`config.mk`:
```
export PLATFORM = sky130hd
export DESIGN_NAME = cpu_run_ctrl
export DESIGN_NICKNAME = d
export VERILOG_FILES = /design/src/rtl/cpu_ctrl_pkg.sv /design/src/rtl/btn_debounce.sv /design/src/rtl/cpu_run_ctrl.sv
export SDC_FILE = /design/constraint.sdc
export NUM_CORES = 1
export LEC_CHECK = 0
export CAP_MARGIN = 20
export CORE_ASPECT_RATIO = 1.25
export CORE_MARGIN = 3
export CORE_UTILIZATION = 45
export CTS_BUF_LIST = sky130_fd_sc_hd__clkbuf_16
export DETAILED_ROUTE_END_ITERATION = 6
export GPL_TIMING_DRIVEN = 0
export PLACE_DENSITY = 0.74
export SYNTH_ARGS = -nofsm -noshare
export SYNTH_HDL_FRONTEND = slang
export SYNTH_SLANG_ARGS = --single-unit
```
`constraint.sdc`:
```
create_clock -name clock -period 2.7 [get_ports clock]
set_input_delay 0.27 -clock clock [delete_from_list [all_inputs] [get_ports clock]]
set_output_delay 0.27 -clock clock [all_outputs]
set_load 0.02 [all_outputs]
```
`src/rtl/cpu_ctrl_pkg.sv`:
```
// Shared types and defaults for the CPU run/step controller.
package cpu_ctrl_pkg;

  typedef enum logic [1:0] {
    HALT = 2'd0,
    STEP = 2'd1,
    RUN  = 2'd2
  } run_state_t;

  // 10 ms of stable samples at the 23 MHz CPU clock
  localparam int DEBOUNCE_CYCLES_DFLT = 230000;

endpackage

```
`src/rtl/btn_debounce.sv`:
```
// Two-flop synchroniser plus stable-sample counter for the step push-button.
// btn_db only changes after DEBOUNCE_CYCLES consecutive samples that differ from it.
module btn_debounce
  import cpu_ctrl_pkg::*;
#(
  parameter int DEBOUNCE_CYCLES = DEBOUNCE_CYCLES_DFLT
) (
  input  logic clock,
  input  logic reset,
  input  logic btn,
  output logic btn_db
);

  localparam int CW = (DEBOUNCE_CYCLES > 1) ? $clog2(DEBOUNCE_CYCLES + 1) : 1;

  logic [1:0]    sync;
  logic          btn_s;
  logic [CW-1:0] cnt;

  assign btn_s = sync[1];

  // bring the raw button into the clock domain
  always_ff @(posedge clock) begin
    if (reset) sync <= 2'b00;
    else       sync <= {sync[0], btn};
  end

  // count consecutive disagreeing samples; accept the new level on the last one
  always_ff @(posedge clock) begin
    if (reset) begin
      cnt    <= '0;
      btn_db <= 1'b0;
    end else if (btn_s == btn_db) begin
      cnt <= '0;
    end else if (cnt == CW'(DEBOUNCE_CYCLES - 1)) begin
      cnt    <= '0;
      btn_db <= btn_s;
    end else begin
      cnt <= cnt + CW'(1);
    end
  end

endmodule

```
`src/rtl/cpu_run_ctrl.sv`:
```
// Run/step controller: turns run switch, debounced step button and CPU halt
// request into a registered clock-enable for the single-cycle CPU.
// Optional feature macro: CPU_CYCLE_CNT_EN builds the executed-cycle counter;
// without it cycle_cnt is tied to zero.
module cpu_run_ctrl
  import cpu_ctrl_pkg::*;
#(
  parameter int DEBOUNCE_CYCLES = DEBOUNCE_CYCLES_DFLT,
  parameter int CNT_W           = 32
) (
  input  logic             clock,
  input  logic             reset,
  input  logic             run_sw,
  input  logic             step_btn,
  input  logic             halt_req,
  output logic             cpu_en,
  output logic             running,
  output logic             halted_by_cpu,
  output logic [CNT_W-1:0] cycle_cnt
);

  run_state_t state;
  logic [1:0] run_sync;
  logic       run_s;
  logic       step_db, step_db_q, step_evt;
  logic       run_ok;

  btn_debounce #(.DEBOUNCE_CYCLES(DEBOUNCE_CYCLES)) u_step_db (
    .clock  (clock),
    .reset  (reset),
    .btn    (step_btn),
    .btn_db (step_db)
  );

  assign run_s    = run_sync[1];
  assign step_evt = step_db & ~step_db_q;
  // a CPU-requested halt blocks free-run until the switch is cycled
  assign run_ok   = run_s & ~halted_by_cpu;

  // run switch synchroniser and step edge-detect history
  always_ff @(posedge clock) begin
    if (reset) begin
      run_sync  <= 2'b00;
      step_db_q <= 1'b0;
    end else begin
      run_sync  <= {run_sync[0], run_sw};
      step_db_q <= step_db;
    end
  end

  // run/step FSM with registered Moore outputs; RUN beats a coincident step
  always_ff @(posedge clock) begin
    if (reset) begin
      state         <= HALT;
      cpu_en        <= 1'b0;
      running       <= 1'b0;
      halted_by_cpu <= 1'b0;
    end else begin
      case (state)
        HALT: begin
          if (run_ok) begin
            state   <= RUN;
            cpu_en  <= 1'b1;
            running <= 1'b1;
          end else if (step_evt) begin
            state  <= STEP;
            cpu_en <= 1'b1;
          end
        end
        STEP: begin
          state  <= HALT;
          cpu_en <= 1'b0;
        end
        RUN: begin
          if (halt_req) begin
            state         <= HALT;
            cpu_en        <= 1'b0;
            running       <= 1'b0;
            halted_by_cpu <= 1'b1;
          end else if (!run_s) begin
            state   <= HALT;
            cpu_en  <= 1'b0;
            running <= 1'b0;
          end
        end
        default: begin
          state   <= HALT;
          cpu_en  <= 1'b0;
          running <= 1'b0;
        end
      endcase
      // switch low re-arms free-run; overrides a same-edge halt
      if (!run_s) halted_by_cpu <= 1'b0;
    end
  end

`ifdef CPU_CYCLE_CNT_EN
  // count enabled CPU cycles, wrapping freely
  always_ff @(posedge clock) begin
    if (reset)       cycle_cnt <= '0;
    else if (cpu_en) cycle_cnt <= cycle_cnt + CNT_W'(1);
  end
`else
  assign cycle_cnt = '0;
`endif

endmodule

```
==> impl_metrics.json <==
{
  "grtUsageTotal_pct": 14.0,
  "yosysSeqAreaShare_pct": 36.9,
  "start_util_pct": 47.9,
  "power_mw": 1.06,
  "clock-skew-final_ns": 0.00470,
  "grt_remaining_overflow": 0,
  "first_pass_iters": 4,
  "yosys-top-cells-count": "buf_4, dfxtp_1, nor2_1, nor2b_1",
  "yosysWarningCount": 0,
  "htreeDepth": 2,
  "rr_worst_depth": 5,
  "regToRegSetupSlack_ns": 1.04,
  "worstHoldEndpoint": "u_step_db.sync[1]",
  "synthArstFlopShare_pct": 0,
  "drc_errors": 0,
  "r2r_start": "u_step_db.cnt[0]",
  "min_from": "u_step_db.sync[0]",
  "yosys_most_used_dff": "dfxtp_1",
  "nNetsFinal": 222,
  "synth_top_area_cell": "dfxtp_1",
  "critPathArrivalTime_ns": 1.82,
  "synth_cells": 171,
  "antennaDiodeCount": 0,
  "post_cts_resized": 0,
  "cts_hold_buf": 0,
  "drt-initial-drc-count": 42,
  "fillers": 301,
  "fmax_mhz": 603,
  "cts_buffer_depth": 2,
  "syn2layout_area_growth_pct": 23.6,
  "p_leak_nw": 0.795,
  "post_cts_buffers": 0,
  "worst_ep_required_time_ns": 2.86,
  "grt_max_degree": 11,
  "die-width_um": 58.9,
  "grt_pass1_vias": 1058,
  "hold_violations": 0,
  "place_ws_ns": 1.04,
  "seq_area_um2": 581,
  "synthDistinctLibCells": 42,
  "numClockSinks": 29,
  "rows": 23,
  "crit_path_start_kind": "register",
  "viasPerCell": 4.59,
  "hpwl_um": 1970,
  "setup_viol": 0,
  "use_met3_pct": 5.34,
  "syn_area_um2": 1570,
  "p_per_area_nw_per_um2": 543,
  "whs_path_depth": 1,
  "rr_endpoint": "u_step_db.cnt[10]",
  "clockRootBuffer": "clkbuf_16",
  "slew_violations": 0,
  "synthTopCellsByArea": "dfxtp_1, buf_4, nor2_1",
  "gp_congestion": 0.744,
  "cts_tree": "done",
  "postSynthAreaPerCell_um2": 9.20,
  "io_buffers": 7,
  "yosysMostFrequentCell": "buf_4",
  "ir_drop_uv": 404,
  "status": "complete, no violations",
  "ios": 40,
  "holdWs_ns": 0.441,
  "antenna_found_initial": 0,
  "synth-seq-cells": 29,
  "clkLatencyLatePin_ns": 0.27,
  "wl_per_cell_um": 10.7,
  "fin_tns_setup_ns": 0,
  "num_vias": 1166,
  "finalCritPeriodShare_pct": 61.4,
  "netlist.area_leader.share_pct": 36.9,
  "cts_made_buffers": 5,
  "end_kind": "register",
  "drive_gt1_share_pct": 26.7,
  "grt_pass1_wl_um": 4510,
  "rsz0062_at_grt": "false",
  "synth_edf_count": 0,
  "coreArea_um2": 3280,
  "drtAntennaViolNets": 0,
  "gr-max-usage-layer": "met2",
  "hp-class": "register to register",
  "finalCriticalPeriod_ns": 1.66,
  "timing_worst_setup_path_type": "register to register",
  "crit_fanout": 6,
  "clk_pin_slew_ns": 0.05,
  "max-cap-violations": 0,
  "setup_slack_ns": 1.04,
  "die_h_um": 72.1,
  "drt_wl_total_um": 2730,
  "use_met2_pct": 23.3,
  "grt.met1_usage_pct": 15.3,
  "dieArea_um2": 4240,
  "multi_input_area_um2": 825
}
-- critical path, cell delays in order (launching register included) --
cell     delay (ns)
dfxtp_1        0.38
ha_1           0.33
nand3_1        0.13
or4_1          0.50
xor2_1         0.18
nor2_2         0.04
-- per-stage QoR --
step,cells,area (µm²),utilization (%)
6_report,254,1940,59.3
5_1_grt,254,1940,59.3
4_1_cts,254,1940,59.3
3_5_place_dp,246,1810,55.0
3_3_place_gp,246,1810,55.0
2_1_floorplan,202,1690,-
-- area by class of cell --
class,instances,share of cell area (%)
buffer,37,14.0
clock buffer,5,6.44
clock inverter,3,0.708
inverter,3,0.579
multi-input combinational,133,42.4
sequential,29,29.9
tap,37,2.38
timing repair buffer,7,3.60
-- report_power, final --
part | internal (mW) | switching (mW)
clock | 0.333 | 0.183
sequential | 0.434 | 0.00339
combinational | 0.0453 | 0.0572
total | 0.813 | 0.244
-- cell usage in the layout, fill, tap and decap left out, types with 6 or more instances in the layout --
| cell | n |
|---|---|
| buf_4 | 33 |
| clkdlybuf4s50_1 | 7 |
| conb_1 | 32 |
| dfxtp_1 | 29 |
| nand3_1 | 7 |
| nand4_1 | 6 |
| nor2_1 | 17 |
| nor2b_1 | 9 |
| xnor2_1 | 7 |
| xor2_1 | 7 |
-- flip-flops by register name (all words and copies together), names as in the netlist --
signal            count
u_step_db.cnt        18
run_sync              2
state                 2
u_step_db.sync        2
cpu_en                1
halted_by_cpu         1
running               1
step_db_q             1
u_step_db.btn_db      1
-- layer usage --
layer,up-vias,wire (µm)
met5,-,0
met3,7,139
met2,23,1360
met4,0,53
li1,611,-
met1,525,1180
-- worst max path at each step --
stage | end | slack [ns] | from
after floorplan | u_step_db.cnt[10] | 1.18 | u_step_db.cnt[0]
after global routing | u_step_db.cnt[10] | 0.93 | u_step_db.cnt[0]
final | u_step_db.cnt[10] | 1.04 | u_step_db.cnt[0]
after CTS | u_step_db.cnt[10] | 1.03 | u_step_db.cnt[0]
after global placement | u_step_db.cnt[10] | 1.05 | u_step_db.cnt[0]
after detailed placement | u_step_db.cnt[10] | 1.04 | u_step_db.cnt[0]
-- cell families (layout without fill, tap and decap cells) --
family                     count (synthesis)  count (layout)  share of synthesized area, %
xor gates and xnor gates                  14              14                          7.80
DFF                                       29              29                          36.9
buffers and inverters                     40              55                          18.1
muxes                                      3               3                          1.99
other                                      1              32                         0.238
and+or+nand+nor                           73              73                          30.1
adders and majority gates                  1               1                         0.795
AOI/OAI and AO/OA                         10              10                          4.14
(Power assumes the default switching activity.)
